[src/rtl/mem_cycle_sequencer_pkg.sv]
// Shared definitions for the memory-cycle sequencer.
//   - seqStateT : FSM state encoding (IDLE/SETUP/STROBE/HOLD)
//   - DIR_RD / DIR_WR : MemBridge_Direction levels
//   - dirFor()  : maps an access type onto the transceiver direction
package mem_cycle_sequencer_pkg;

    typedef enum logic [1:0] {
        ST_IDLE   = 2'd0,
        ST_SETUP  = 2'd1,
        ST_STROBE = 2'd2,
        ST_HOLD   = 2'd3
    } seqStateT;

    // MemBridge_Direction: 1 = MEMDATA -> MainBus, 0 = MainBus -> MEMDATA
    localparam logic DIR_RD = 1'b1;
    localparam logic DIR_WR = 1'b0;

    function automatic logic dirFor(input logic isWrite);
        return isWrite ? DIR_WR : DIR_RD;
    endfunction

endpackage

[src/rtl/mem_cycle_sequencer.sv]
// Memory-cycle sequencer sitting in front of the MemBridge data transceiver.
// Turns single-byte read/write requests into an IDLE -> SETUP -> STROBE
// (1+WAIT_STATES cycles) -> HOLD -> IDLE bus cycle and steers the
// transceiver so MainBus and MEMDATA never drive each other.
//
// Ports
//   CLK, RST                 clock, synchronous active-high reset
//   Req_Valid/Write/Addr     request from the pipeline memory stage
//   Req_Ready                high only in IDLE; accept on Valid & Ready
//   Done                     one-cycle pulse during HOLD
//   MEMDATA_In               memory data pins (read capture)
//   RdData                   last captured read byte
//   MEMADDR                  registered memory address
//   MEM_CS_n/OE_n/WE_n       active-low memory strobes
//   MemBridge_Assert         transceiver enable
//   MemBridge_Direction      transceiver direction (see package)
//
// Every output is a flop. The output decode looks at the *next* state so
// the pins change on the same edge as the state register, without any
// combinational path from Req_* to the memory pins.
module mem_cycle_sequencer
    import mem_cycle_sequencer_pkg::*;
#(
    parameter int ADDR_W      = 16,
    parameter int WAIT_STATES = 1,
    parameter int WS_W        = 4
) (
    input  logic              CLK,
    input  logic              RST,
    input  logic              Req_Valid,
    input  logic              Req_Write,
    input  logic [ADDR_W-1:0] Req_Addr,
    output logic              Req_Ready,
    output logic              Done,
    input  logic [7:0]        MEMDATA_In,
    output logic [7:0]        RdData,
    output logic [ADDR_W-1:0] MEMADDR,
    output logic              MEM_CS_n,
    output logic              MEM_OE_n,
    output logic              MEM_WE_n,
    output logic              MemBridge_Assert,
    output logic              MemBridge_Direction
);

    seqStateT        state;
    seqStateT        nextState;
    logic            isWrite;
    logic            writeNext;
    logic [WS_W-1:0] waitCnt;
    logic            accept;
    logic            strobeLast;

    logic            readyNext;
    logic            doneNext;
    logic            csNext;
    logic            oeNext;
    logic            weNext;
    logic            assertNext;
    logic            dirNext;

    assign accept     = (state == ST_IDLE) && Req_Valid;
    assign strobeLast = (state == ST_STROBE) && (waitCnt == '0);
    // Access type as it will be during the next cycle (new request or held)
    assign writeNext  = accept ? Req_Write : isWrite;

    // State register
    always_ff @(posedge CLK) begin
        if (RST) begin
            state <= ST_IDLE;
        end else begin
            state <= nextState;
        end
    end

    // Next-state logic
    always_comb begin
        nextState = state;
        case (state)
            ST_IDLE:   if (Req_Valid) nextState = ST_SETUP;
            ST_SETUP:  nextState = ST_STROBE;
            ST_STROBE: if (strobeLast) nextState = ST_HOLD;
            ST_HOLD:   nextState = ST_IDLE;
            default:   nextState = ST_IDLE;
        endcase
    end

    // Output decode for the coming cycle
    always_comb begin
        readyNext  = 1'b0;
        doneNext   = 1'b0;
        csNext     = 1'b1;
        oeNext     = 1'b1;
        weNext     = 1'b1;
        assertNext = 1'b0;
        // Direction only moves on IDLE -> SETUP, where Assert was low in IDLE;
        // everywhere else it simply holds.
        dirNext    = MemBridge_Direction;
        case (nextState)
            ST_IDLE: begin
                readyNext = 1'b1;
            end
            ST_SETUP: begin
                csNext     = 1'b0;
                dirNext    = dirFor(writeNext);
                // A write enables the transceiver early so MEMDATA is driven
                // before WE falls; a read keeps it off until OE has turned
                // the memory around.
                assertNext = writeNext;
            end
            ST_STROBE: begin
                csNext     = 1'b0;
                oeNext     = writeNext;
                weNext     = ~writeNext;
                assertNext = 1'b1;
            end
            ST_HOLD: begin
                csNext     = 1'b0;
                assertNext = 1'b1;
                doneNext   = 1'b1;
            end
            default: begin
                readyNext = 1'b1;
            end
        endcase
    end

    // Output, address, wait-counter and read-data registers
    always_ff @(posedge CLK) begin
        if (RST) begin
            Req_Ready           <= 1'b1;
            Done                <= 1'b0;
            MEM_CS_n            <= 1'b1;
            MEM_OE_n            <= 1'b1;
            MEM_WE_n            <= 1'b1;
            MemBridge_Assert    <= 1'b0;
            MemBridge_Direction <= DIR_RD;
            MEMADDR             <= '0;
            RdData              <= '0;
            isWrite             <= 1'b0;
            waitCnt             <= '0;
        end else begin
            Req_Ready           <= readyNext;
            Done                <= doneNext;
            MEM_CS_n            <= csNext;
            MEM_OE_n            <= oeNext;
            MEM_WE_n            <= weNext;
            MemBridge_Assert    <= assertNext;
            MemBridge_Direction <= dirNext;

            if (accept) begin
                MEMADDR <= Req_Addr;
                isWrite <= Req_Write;
            end

            // Loaded while leaving SETUP so STROBE starts at WAIT_STATES
            if (state == ST_SETUP) begin
                waitCnt <= WS_W'(WAIT_STATES);
            end else if ((state == ST_STROBE) && (waitCnt != '0)) begin
                waitCnt <= waitCnt - WS_W'(1);
            end

            // Sample the pins at the edge that closes the last STROBE cycle,
            // while OE is still low and the data is settled.
            if (strobeLast && !isWrite) begin
                RdData <= MEMDATA_In;
            end
        end
    end

endmodule

[config.mk]
export PLATFORM = sky130hd
export DESIGN_NAME = mem_cycle_sequencer
export DESIGN_NICKNAME = d
export VERILOG_FILES = /design/src/rtl/mem_cycle_sequencer_pkg.sv /design/src/rtl/mem_cycle_sequencer.sv
export SDC_FILE = /design/constraint.sdc
export NUM_CORES = 1
export LEC_CHECK = 0
export ABC_CLOCK_PERIOD_IN_PS = 4100
export CORE_ASPECT_RATIO = 1.1
export CORE_MARGIN = 2
export CORE_UTILIZATION = 45
export DETAILED_ROUTE_END_ITERATION = 8
export GPL_TIMING_DRIVEN = 1
export HOLD_SLACK_MARGIN = 0.05
export PLACE_DENSITY = 0.89
export SYNTH_ARGS = -nofsm -noshare
export SYNTH_HDL_FRONTEND = slang
export SYNTH_SLANG_ARGS = --single-unit
[constraint.sdc]
create_clock -name CLK -period 4.1 [get_ports CLK]
set_input_delay 1.23 -clock CLK [delete_from_list [all_inputs] [get_ports CLK]]
set_output_delay 1.23 -clock CLK [all_outputs]
set_load 0.01 [all_outputs]
==> key figures <==
Clock network
  – Sink Count: 37
  – Num CTS Buffers: 5
  – Clk buf depth: 2
  – Worst-path clk slew: 0.11 ns
  – Post-CTS Resized: 0
  – H-tree depth: 2
  – Skew-Pair Late Insertion Delay: 0.35 ns
  – # hold bufs at CTS: 0
  – CTS tree: yes
  – Clock root buffer master: clkbuf_4
  – Postcts setup bufs: 0

Run status
  – Status: complete, no violations

Setup path
  – Crit path from: Req_Valid
  – Critical setup path kind: in -> reg
  – CP Data Arrival Time: 2.95 ns
  – Worst Setup End Kind: flop
  – Startpoint Class: input port
  – End of the worst register-to-register path: RdData[1]
  – Crit path cell chain: clkdlybuf4s50_1 > and2_1 > mux2i_1 > nor2_1 > o31ai_1
  – R2R Setup Slk: 2.15 ns
  – FF-to-FF Start: waitCnt[0]
  – Max FO, Critical Path: 17
  – Worst-case reg-to-reg path depth: 6
  – Slowest-stage cell, CP: and2_1
  – CP required: 4.35 ns
  – Critical path's largest stage delay: 0.53 ns

Routing
  – DR vias: 1,175
  – Metal-1 WL: 1230 um
  – Post-DRT Antenna Nets: 0
  – DR WL/cell: 11.3 um
  – Wire length on met3: 232 um
  – Via/cell ratio: 4.72
  – DR pass1 iterations: 3
  – DRC viols: 0
  – Routed wire length: 2820 um
  – Initial DRC Count: 30
  – Highest Signal Layer: met4
  – Routed wl met2: 1280 um

Cells and area
  – NumNets Final: 248
  – Area Growth Syn to Fin: 44.9%
  – Final instance area: 0.00206 sq mm
  – # diodes: 0
  – Layout cell share with drive strength beyond 1: 5.58%
  – Fin cells: 249

Place
  – RD Place Congestion: 0.763
  – Post-DP HPWL: 2050 um
  – Total placed instance area: 0.00199 sq mm
  – Placed cell count: 241
  – PortBufs: 58

Yosys
  – Post-Synthesis Cells: 157
  – Synth Net Count: 191
  – Cell variety after synth: 26
  – Synth Cell Area: 0.00142 sq mm
  – Syn Area/Cell: 9.04 sq um
  – Sequential fraction of the synthesis area: 52.2%
  – Synth Warn #: 0
  – FF+latch count, synth: 37

Power and ir drop
  – Power per standard cell area: 603 mW/mm^2
  – Final Total Pwr: 1.24 mW
  – Max IR drop VDD: 0.544 mV
  – Leak: 0.844 nW

Timing
  – Worst-margin pin slew: 0.614 ns
  – Final setup fails: 0
  – Fmax: 0.371 GHz
  – Final Slew Violations: 0
  – Setup tns final: 0 ns
  – Slew HR: 59.0%
  – Clock skew: 0.0165 ns
  – Final hold viol count: 0
  – Fin crit share: 65.7%
  – RSZ-0062 raised after global routing: no
  – Final Critical Period: 2.70 ns

Global route
  – First-pass GRT wire length: 4670 um
  – Pin count of the biggest net entering global routing: 35
  – Total gr overflow: 0
  – Vias in the first global route: 1,045
  – Initial antenna violation count: 0
  – Gr usage total: 16.6%

Worst hold path
  – Hold endpoint: MEMADDR[3]
  – Hold Crit Start: MEMADDR[3]
  – Worst Hold Path Cells: 2
  – Hold WC Path Type: reg -> reg

Floorplan
  – Total Die Area: 0.00362 sq mm
  – Die height: 62.9 um
  – Core Region: 0.00302 sq mm
  – Top-Level Pins: 59
  – Row count: 21
  – Die width: 57.5 um
  – Starting density of the core: 47.0%

Job
  – Max-cap violations: 0
## synthesized netlist by cell type
library cell  number  share of area [%]
nand2_1           35                9.3
a21oi_1           18                6.3
xnor2_1            1               0.62
or3b_1             1               0.62
clkbuf_8           1               0.97
nor2_1            15                4.0
inv_1              7                1.9
xor2_1             1               0.62
nor2b_1            1               0.44
o31ai_1            2                1.1
buf_6              1               0.79
dfxtp_1           37                 52
and2_2             1               0.53
buf_4              2                1.1
or3b_4             1               0.79
a221o_2            1               0.79
a2111oi_0          1               0.62
clkbuf_1           5                1.3
ha_1               6                5.3
nand2b_1           2               0.88
o22ai_1            1               0.44
and2_1             2               0.88
nand3_1            1               0.35
mux2i_1            9                6.3
a21o_1             1               0.53
nor3_1             4                1.4
## report_power, final
group / total [mW] / leakage (nW) / switching (mW) / internal [mW]
registers: 0.491 / 0.303 / 0.0439 / 0.447
clock network: 0.203 / 0.0382 / 0.119 / 0.0836
logic: 0.546 / 0.503 / 0.267 / 0.279
total: 1.24 / 0.844 / 0.430 / 0.810
## sequential cells by signal, summed over array words and instances, names as in the netlist
name / cells
MEMADDR: 16
RdData: 8
waitCnt: 4
state: 2
Done: 1
MEM_OE_n: 1
MEM_WE_n: 1
MemBridge_Assert: 1
MemBridge_Direction: 1
Req_Ready: 1
isWrite: 1
## cell usage in the layout (no fill, tap or decap), drive strengths merged, types with 3 or more instances in the layout
| cell | n |
|---|---|
| a21oi | 18 |
| and2 | 3 |
| nor3 | 4 |
| clkbuf | 6 |
| ha | 6 |
| dfxtp | 37 |
| clkdlybuf4s50 | 58 |
| inv | 7 |
| nor2 | 15 |
| mux2i | 9 |
| nand2 | 35 |
## worst max-delay path by stage
stage	to	slack [ns]	cells past startpoint
2_1_floorplan	MemBridge_Direction	1.91	5
3_3_place_gp	MemBridge_Direction	1.15	5
3_5_place_dp	MemBridge_Direction	1.05	5
4_1_cts	MemBridge_Direction	1.44	5
5_1_grt	MemBridge_Direction	1.19	5
6_report	MemBridge_Direction	1.40	5
## routing by layer
metal | up-vias | global-route usage [%]
met5 | - | 0
met4 | 0 | 11.9
met3 | 7 | 4.97
met2 | 41 | 24.4
met1 | 507 | 20.2
li1 | 620 | -
## final cells by class
cell class                      instances  area [sq um]
Fill cell                             237           966
Multi-Input combinational cell        104           593
Inverter                                7          26.3
Clock buffer                            6          51.3
Timing Repair Buffer                   59           588
Tap cell                               34          42.5
Sequential cell                        37           741
Clock inverter                          2          13.8
## through the flow
step	hold slack, ns	worst slack (ns)	util (%)
CTS	0.463	1.44	68.0
floorplan	0.478	1.91	-
global placement	0.442	1.15	65.9
global route	0.490	1.19	68.0
finish	0.461	1.40	68.0
detailed placement	0.447	1.05	65.9
## cell families after synthesis
| kind of cell | after synthesis | synth area share (%) |
|---|---|---|
| AO/OA/AOI/OAI | 24 | 9.79 |
| AND/OR/NAND/NOR | 63 | 19.1 |
| flip-flops | 37 | 52.2 |
| buffers and inverters | 16 | 6.00 |
| multiplexers | 9 | 6.35 |
| adder cells (fa/ha/maj) | 6 | 5.29 |
| XOR/XNOR | 2 | 1.23 |
## critical path, delay by kind of cell
| kind | cells | cell delay (ns) |
|---|---|---|
| and+or+nand+nor | 2 | 0.62 |
| muxes | 1 | 0.39 |
| buffers and inverters | 1 | 0.50 |
| AOI/OAI and AO/OA | 1 | 0.20 |
No activity file was read; power rests on OpenSTA's default activity.
